File: config.mk
export PLATFORM = sky130hd
export DESIGN_NAME = bit_xor_fenwick8
export DESIGN_NICKNAME = d
export VERILOG_FILES = /design/src/rtl/bit_xor_pkg.sv /design/src/rtl/bit_xor_node.sv /design/src/rtl/bit_xor_fenwick8.sv
export SDC_FILE = /design/constraint.sdc
export NUM_CORES = 1
export LEC_CHECK = 0
export CAP_MARGIN = 40
export CORE_AREA = 10 10 47 49
export CTS_CLUSTER_DIAMETER = 80
export CTS_CLUSTER_SIZE = 20
export DETAILED_ROUTE_END_ITERATION = 7
export DIE_AREA = 0 0 57 59
export GPL_TIMING_DRIVEN = 0
export PLACE_DENSITY_LB_ADDON = 0.12
export RECOVER_POWER = 100
export SLEW_MARGIN = 40
export SYNTH_ARGS = -nofsm -noshare
export SYNTH_HDL_FRONTEND = slang
export SYNTH_HIERARCHICAL = 1
export SYNTH_SLANG_ARGS = --single-unit
export TNS_END_PERCENT = 100
File: constraint.sdc
create_clock -name clk -period 1.52 [get_ports clk]
set_clock_uncertainty 0.1 [all_clocks]
set_input_delay 0.152 -clock clk [delete_from_list [all_inputs] [get_ports clk]]
set_output_delay 0.152 -clock clk [all_outputs]
set_load 0.02 [all_outputs]
File: src/rtl/bit_xor_pkg.sv
// Shared opcodes and Fenwick index masks for the 8-element 1-bit XOR tree.
package bit_xor_pkg;

  localparam logic [1:0] OP_UPDATE = 2'b00;
  localparam logic [1:0] OP_QUERY  = 2'b01;

  // Nodes touched by a point update of element p: j=p+1, j+=lowbit(j), j<=8.
  function automatic logic [7:0] upd_mask(input logic [2:0] idx);
    logic [7:0] m;
    case (idx)
      3'd0:    m = 8'h8B;
      3'd1:    m = 8'h8A;
      3'd2:    m = 8'h8C;
      3'd3:    m = 8'h88;
      3'd4:    m = 8'hB0;
      3'd5:    m = 8'hA0;
      3'd6:    m = 8'hC0;
      default: m = 8'h80;
    endcase
    return m;
  endfunction

  // Nodes read by a prefix query of length q: j=q, j-=lowbit(j), j>0.
  function automatic logic [7:0] qry_mask(input logic [2:0] idx);
    logic [7:0] m;
    case (idx)
      3'd0:    m = 8'h00;
      3'd1:    m = 8'h01;
      3'd2:    m = 8'h02;
      3'd3:    m = 8'h06;
      3'd4:    m = 8'h08;
      3'd5:    m = 8'h18;
      3'd6:    m = 8'h28;
      default: m = 8'h68;
    endcase
    return m;
  endfunction

endpackage

File: src/rtl/bit_xor_node.sv
// One Fenwick tree node: a single toggle flop with asynchronous clear.
module bit_xor_node (
  input  logic clk,
  input  logic reset,
  input  logic t,
  output logic q
);

  always_ff @(posedge clk or posedge reset) begin
    if (reset) q <= 1'b0;
    else       q <= q ^ t;
  end

endmodule

File: src/rtl/bit_xor_fenwick8.sv
// 8-element 1-bit XOR Fenwick tree: registered point update, combinational prefix query.
module bit_xor_fenwick8
  import bit_xor_pkg::*;
(
  input  logic       clk,
  input  logic       reset,
  input  logic [1:0] inst,
  input  logic [2:0] idx,
  input  logic       xorval,
  output logic       rangexor
);

  logic       upd_en;
  logic       qry_en;
  logic [7:0] toggle;
  logic [7:0] node;
  logic [7:0] sel;

  // Decoding from one opcode keeps update and query mutually exclusive.
  assign upd_en = (inst == OP_UPDATE);
  assign qry_en = (inst == OP_QUERY);
  assign toggle = {8{xorval & upd_en}} & upd_mask(idx);

  for (genvar k = 0; k < 8; k++) begin : g_node
    bit_xor_node u_node (
      .clk   (clk),
      .reset (reset),
      .t     (toggle[k]),
      .q     (node[k])
    );
  end

  // node[7] never appears in any query mask; the full 8-element prefix is not queryable.
  assign sel      = qry_en ? qry_mask(idx) : 8'h00;
  assign rangexor = ^(node & sel);

endmodule

[Word level (Yosys, flattened, before mapping)]
Cells that the tools add are included.
Word-level totals
  ROM bits: 0
  bits in latches: 0
  memories: 0
  memory bits (writable): 0
  bits in registers: 8
Cells by class
  shifts and indexed selects: 0
  order comparisons: 0
  $add $sub $neg: 0
  div/mod/pow operators: 0
  bitwise logic cells: 11
  reduce and logical (&&, ||, !) cells: 3
  multiply operators: 0
  eq/ne operators: 7
  mux-type cells: 3
Operators with widths (count)
  7-bit one-hot mux with 7 select lines: 2
  8-bit AND: 2
  3-bit == test, second input constant: 3
  8-bit two-way mux: 1
  8-bit XOR reduction: 1
  1-bit bitwise XOR: 8
  3-bit by 2-bit == test with 1-bit output, second input constant: 2
  3-bit by 1-bit == test with 1-bit output, second input constant: 1
  3-bit logical NOT: 1
  2-bit by 1-bit == test with 1-bit output, second input constant: 1
  2-bit logical NOT: 1
  1-bit AND: 1

[Logic depth before layout (Yosys ltp)]
Gate-level depths: netlist of run 1.
  word-level depth: 5
  depth in mapped cells: 5

[By module]
Netlist of run 1, hierarchy kept.
By module, submodules not included
  bit_xor_node: area each 37.5 µm², instances 7, sequential area each 25.0 µm², cells each 3
  bit_xor_fenwick8: area each 153.9 µm², instances 1, sequential area each 0.0 µm², cells each 25

[Worst setup path before layout of run 1]
OpenSTA, ideal clock, no wires.
  path type: reg2out
  from: register g_node[4].u_node.q
  to: output port rangexor
  required time: 1.268 ns
  slack: -0.252 ns
  path buffers: 0
  arrival time: 1.520 ns
  stages on the path, launching flop included: 5
  cell sequence: dfrtp_1 and3b_1 a211oi_1 xor2_1 a2111oi_2
On the way
  word-level cells in the longest chain between the ends: 2
Ends and longest elaborated chain
  start, declared: RTL line bit_xor_node.sv:6  | output logic q
  start signal, assigned: RTL line bit_xor_node.sv:11  | else q <= q ^ t;
  8-bit AND: RTL line bit_xor_fenwick8.sv:35  | assign rangexor = ^(node & sel);
  8-bit XOR reduction: RTL line bit_xor_fenwick8.sv:35
  end, declared: RTL line bit_xor_fenwick8.sv:10  | output logic rangexor
Every way passes these cells.

[Final worst setup path of run 1]
  from: register g_node[5].u_node.q
  to: output port rangexor
On the way
  word-level cells in the longest chain between the ends: 2
Ends and longest elaborated chain (RTL line)
  start, declared: bit_xor_node.sv:6
  start signal, assigned: bit_xor_node.sv:11
  8-bit AND: bit_xor_fenwick8.sv:35
  8-bit XOR reduction: bit_xor_fenwick8.sv:35
Every way passes these cells.

==> results of run 1 <==
routing by layer:
metal  share of wire [%]  vias to the layer above
li1                    -                      175
met1                  43                      168
met2                  50                        6
met3                 6.4                        2
met4                0.79                        0
met5                   0                        -
per-stage QoR:
stage                     area, µm²  power (mW)  instances  hold slack, ns  worst slack [ns]
final                         581.8      0.7813         77          0.2112           -0.3989
after global routing          581.8      0.8375         77          0.2449           -0.4778
after CTS                     566.8      0.7622         75          0.1368           -0.4435
after detailed placement      534.3      0.5798         70          0.3591           -0.9915
after global placement        534.3      0.5785         70          0.3554           -0.9961
after floorplan               434.2      0.5065         46         -0.2193          -0.03306
power by group:
part           leakage (nW)  total, mW  internal (mW)  switching [mW]
sequential           0.0844      0.352          0.279          0.0733
clock                0.0150      0.174          0.101          0.0731
combinational         0.207      0.255          0.146           0.109
total                 0.306      0.781          0.526           0.256
logic make-up (layout without fill, tap and decap cells):
group | Yosys count | count (layout)
AOI/OAI and AO/OA | 6 | 6
and+or+nand+nor | 14 | 14
buffers and inverters | 11 | 26
DFF | 7 | 7
xor gates and xnor gates | 8 | 8
worst reg2reg max path: stages, from the launching register on:
cell and delay, ns:
dfrtp_1 0.39, buf_4 0.14, xor2_1 0.13
area by class of cell:
type	instances	area, µm²	share of cell area (%)
inverter	10	37.54	6.452
sequential	7	175.2	30.11
tap	16	20.02	3.441
clock buffer	4	26.28	4.516
timing repair buffer	11	97.59	16.77
multi-input combinational	28	214.0	36.77
buffer	1	11.26	1.935
worst max-delay path by stage:
stage / start / end / slack [ns] / cells after the start
2_1_floorplan: g_node[4].u_node/q / rangexor / -0.03 / 4
3_3_place_gp: idx[0] / rangexor / -1.0 / 6
3_5_place_dp: idx[0] / rangexor / -0.99 / 6
4_1_cts: g_node[6].u_node/q / rangexor / -0.44 / 5
5_1_grt: g_node[6].u_node/q / rangexor / -0.48 / 5
6_report: g_node[5].u_node/q / rangexor / -0.40 / 5
layout by cell type, fill, tap and decap left out, drive strengths merged, types with 2 or more instances in the layout:
cell,instances
nand2b,2
a211oi,2
clkdlybuf4s50,3
nor3,2
buf,5
nor2,4
inv,10
clkbuf,4
dlygate4sd3,2
xor2,8
dlygate4sd2,2
dfrtp,7
nand2,2
cell usage after synthesis:
cell	instances
dfrtp_1	7
inv_1	10
buf_4	1
nand3b_1	1
nor3b_1	1
nor3_1	2
and4b_1	1
nand2_1	2
nor2_1	4
a21boi_0	1
a211oi_1	2
a21oi_1	1
and3b_1	1
a2111oi_2	1
nand2b_1	2
xor2_1	8
o21ai_0	1
timing repair:
action / 4_1_cts / 5_1_grt
pin swaps: 2 / 2
setup buffers: 1 / 2
gates resized for setup: 8 / 0
setup endpoints to repair: 1 / 1
==> impl_metrics.toml, run 1 <==
[outcome]
outcome = "finished, violations left"
violations = "setup timing"

[placed_design]
place.gp.congestion = 0.7053
portBuffers = 8
place_hpwl_um = 675.9

[yosys]
ys_ff_latch = 7
synth_compound_area_share_pct = 11.41
synth_cell_types = 17
synth_mux_area_share_pct = 0
seq_area_frac_synth_pct = 42.04
synthAdderAreaFrac_pct = 0
synth_top_family_by_area = "simple AND/OR/NAND/NOR gates"
syn_nets = 54
yosysWarnings = 6
synth-simple-area-share_pct = 18.92
avgSynthCellArea_um2 = 9.058
yosysTopAreaCellShare_pct = 42.04
yosys.area.top_type = "dfrtp_1"
synthesis.area_um2 = 416.7
synthTopCellsByArea = "dfrtp_1 (42%), xor2_1 (17%), inv_1 (9.0%)"
synthCells = 46
synth-xor-area-share_pct = 16.82

[setup_path]
cp_max_fo = 3
crit_chain = "and4b_1, a211oi_2, xor2_1, a2111oi_4, buf_4"
reg2reg_depth = 2
critPathTopFamily = "compound AO/OA/AOI/OAI gates"
path_class = "reg -> out"
r2r-end = "g_node[6].u_node/q"
r2r_slack_ns = 0.65
crit_slowest_cell = "dfrtp_1"
timing.rr.start = "g_node[6].u_node/q"
worstSetupStartpointType = "register"
required_ns = 1.27
path_buf_inv = 1
cp.arrival_ns = 1.67
end_kind = "primary output"
max_stage_delay_ns = 0.37

[cells_and_area]
nFillCells = 159
biggestRegsByFlops = "g_node.u_node/q: 7 flops"
num_antenna_cells = 0
largest_reg_flops = 7
regMostFlops = "g_node.u_node/q"
areaGrowthSynthToFinish_pct = 39.64
post-route-util_pct = 41.52
nets = 70
drive_gt1_share_pct = 16.39

[cts]
cts_sinks = 7
cts_tree = "yes"
cts_buffers = 3
clock-root-buffer = "clkbuf_4"
hold_buffers = 0
cts.path.max_buffers = 2
clk_pin_slew_ns = 0.06
htree_levels = 1
clk_latency_ns = 0.24

[global_route]
gr-usage-all-layers_pct = 5.476
global_route.usage.met3_pct = 2.361
overflow = 0
use_met2_pct = 7.907
antenna_found_initial = 0
use_met1_pct = 6.273
grt_pass1_vias = 331
grt_max_degree = 10
top_usage_layer = "met2"
grt_pass1_wl_um = 1428

[timing]
hold_viol = 0
relSlewSlack_pct = 74.86
setup_tns_ns = -0.3989
fin_crit_sh_pct = 126.2
tightest_slew_ns = 0.3748
rsz0062_at_grt = "yes"
min_period_ns = 1.919
finalSetupViolations = 1
fin_ws_ns = -0.3989
maxSlewViolCount = 0
timing.fmax_ghz = 0.5211

[run]
cap_violations = 0

[worst_hold_path]
worstHoldPathType = "in -> async"

[die]
die_h_um = 59
ioPinCount = 9
core_area_um2 = 1401
die_w_um = 57
die_area_um2 = 3363
rows = 14
initial_utilization_pct = 29.73

[detailed_routing]
ant_nets = 0
firstDrtPassIters = 2
viasPerCell = 4.558
drc_errors = 0
via_count = 351
drt_iter0_markers = 8
drt-total-wl_um = 885
drt-wirelength-per-cell_um = 11.49

[power]
ir_drop_mv = 0.5099
powerDensity_nw_per_um2 = 1343
power.leakage_nw = 0.3059
Note: power is estimated with default switching activity, not from simulation.
==> inputs of run 2 (changes only) <==
--- a/config.mk
+++ b/config.mk
@@ -12,6 +12,7 @@
 export DETAILED_ROUTE_END_ITERATION = 7
 export DIE_AREA = 0 0 57 59
 export GPL_TIMING_DRIVEN = 0
+export HOLD_SLACK_MARGIN = 0.02
 export PLACE_DENSITY_LB_ADDON = 0.12
 export RECOVER_POWER = 100
 export SLEW_MARGIN = 40
==> constraint.sdc (replaced) <==
create_clock -name clk -period 2.2 [get_ports clk]
set_clock_uncertainty 0.1 [all_clocks]
set_input_delay 0.22 -clock clk [delete_from_list [all_inputs] [get_ports clk]]
set_output_delay 0.22 -clock clk [all_outputs]
set_load 0.02 [all_outputs]
==> run 2 against run 1 <==
- the run now ends clean
- via count is 4.8% lower
- non-clock buffer count is 2 lower
- global-route usage is 0.50 points higher
- largest power group unchanged
==> impl_metrics.toml, run 2 (synthesized netlist as in run 1, its figures left out) <==
[power]
clkPwrFrac_pct = 24.2
swShare_pct = 32.68
p_sw_mw = 0.1644
finalPower_mw = 0.5030
powerDensity_nw_per_um2 = 901.4
p_int_mw = 0.3386
pwr-share-comb_pct = 27.4
power.leakage_nw = 0.3029
seqPwrFrac_pct = 48.4
ir_drop_mv = 0.3090

[setup_path]
end_kind = "primary output"
timing.rr.start = "g_node[2].u_node/q"
startpoint = "g_node[6].u_node/q"
worstSetupStartpointType = "register"
r2r_slack_ns = 1.43
cp_max_fo = 3
reg2reg_depth = 1
cp.arrival_ns = 1.67
r2r-end = "g_node[2].u_node/q"
critPathCapture = "rangexor"
path_class = "reg -> out"
required_ns = 1.88

[die]
rows = 14
die_area_um2 = 3363
die_h_um = 59
initial_utilization_pct = 29.73
ioPinCount = 9
die_w_um = 57
core_area_um2 = 1401

[timing]
rsz0062_at_grt = "no"
tightest_slew_ns = 0.2808
setup_tns_ns = 0
whs_ns = 0.2817
hold_viol = 0
relSlewSlack_pct = 81.24
maxSlewViolCount = 0
fin_crit_sh_pct = 90.27
min_period_ns = 1.986
timing.fmax_ghz = 0.5035
finalSetupViolations = 0

[detailed_routing]
via_count = 334
drt-wirelength-per-cell_um = 11.59
drt_iter0_markers = 8
drc_errors = 0
ant_nets = 0
viasPerCell = 4.453
firstDrtPassIters = 4
drt-total-wl_um = 869

[global_route]
antenna_found_initial = 0
gr-usage-all-layers_pct = 5.972
overflow = 0
grt_max_degree = 11
grt_pass1_vias = 340
grt_pass1_wl_um = 1504

[outcome]
outcome = "finished, final reports clean"

[run]
cap_violations = 0

[cells_and_area]
regMostFlops = "g_node.u_node/q"
drive_gt1_share_pct = 13.56
biggestRegsByFlops = "g_node.u_node/q: 7 flops"
nets = 68
layout_common_cells = "inv_1 (10), xor2_1 (8), dfrtp_1 (7)"
areaGrowthSynthToFinish_pct = 33.93
final_common_cell = "inv_1"
largest_reg_flops = 7
num_antenna_cells = 0

[placed_design]
place_hpwl_um = 651.6
place.gp.congestion = 0.6869
portBuffers = 8

[cts]
cts_tree = "yes"
htree_levels = 1
clock-root-buffer = "clkbuf_4"
hold_buffers = 0
clk_latency_ns = 0.25
cts.path.max_buffers = 2
cts_buffers = 3
clk_pin_slew_ns = 0.06
cts_sinks = 7

[worst_hold_path]
worstHoldPathType = "in -> async"
## run 2: changes by cell type in the layout (fill, tap and decap cells not counted), sizes merged
cell / change
dlygate4sd2: -1
buf: -2
dlymetal6s2s: +1
## run 2: worst min path at each step
stage	from	end	slack, ns	cells after the start
floorplan	reset	g_node[0].u_node/q	-0.15	1
global placement	g_node[4].u_node/q	g_node[4].u_node/q	0.35	1
detailed placement	g_node[0].u_node/q	g_node[0].u_node/q	0.36	1
CTS	reset	g_node[4].u_node/q	0.22	2
global route	reset	g_node[0].u_node/q	0.29	2
finish	reset	g_node[2].u_node/q	0.28	2
## run 2: critical path, stage by stage, from the launching register on
cell       delay (ns)
dfrtp_1          0.39
a21boi_0         0.24
a211oi_2         0.11
xor2_1           0.18
a2111oi_2        0.29
buf_4            0.20
## run 2: power by group through the flow
stage | Clock [mW] | Combinational (mW) | Sequential [mW]
after global placement | 0 | 0.133 | 0.244
after global routing | 0.138 | 0.160 | 0.253
after detailed placement | 0 | 0.134 | 0.247
final | 0.122 | 0.138 | 0.244
after CTS | 0.127 | 0.138 | 0.244
after floorplan | 0 | 0.0983 | 0.234
## run 2: repair_timing
item                                    in CTS  in global routing
pin swaps                                    1                  3
endpoints found under the setup margin       1                  1
resized for setup                            7                  3
setup buffers                                0                  1
## run 2: area by class of cell
type                       instances  area [µm²]
multi-input combinational         28       201.4
fill                             158       843.3
tap                               16       20.02
buffer                             1       11.26
sequential                         7       175.2
timing repair buffer               9       86.33
clock buffer                       4       26.28
inverter                          10       37.54
## run 2: per-stage QoR
stage / setup slack (ns) / util, % / instances / area [µm²]
2_1_floorplan: 0.3602 / - / 46 / 416.7
3_3_place_gp: -0.5316 / 36.88 / 70 / 516.7
3_5_place_dp: -0.5527 / 36.88 / 70 / 516.7
4_1_cts: 0.009782 / 38.66 / 74 / 541.8
5_1_grt: 0.02753 / 39.82 / 75 / 558.0
6_report: 0.2140 / 39.82 / 75 / 558.0
## run 2: routing by layer
metal,GRT usage (%),vias up,share of wire [%]
li1,-,170,-
met4,4.027,0,2.3
met1,6.691,148,51
met5,0,-,0
met2,7.597,12,36
met3,4.506,4,11
==> inputs of run 3 (changes only) <==
--- a/config.mk
+++ b/config.mk
@@ -5,6 +5,7 @@
 export SDC_FILE = /design/constraint.sdc
 export NUM_CORES = 1
 export LEC_CHECK = 0
+export ABC_AREA = 0
 export CAP_MARGIN = 40
 export CORE_AREA = 10 10 47 49
 export CTS_CLUSTER_DIAMETER = 80
==> results of run 3 <==
No change in the layout: final DEF, timing and power equal those of run 2.
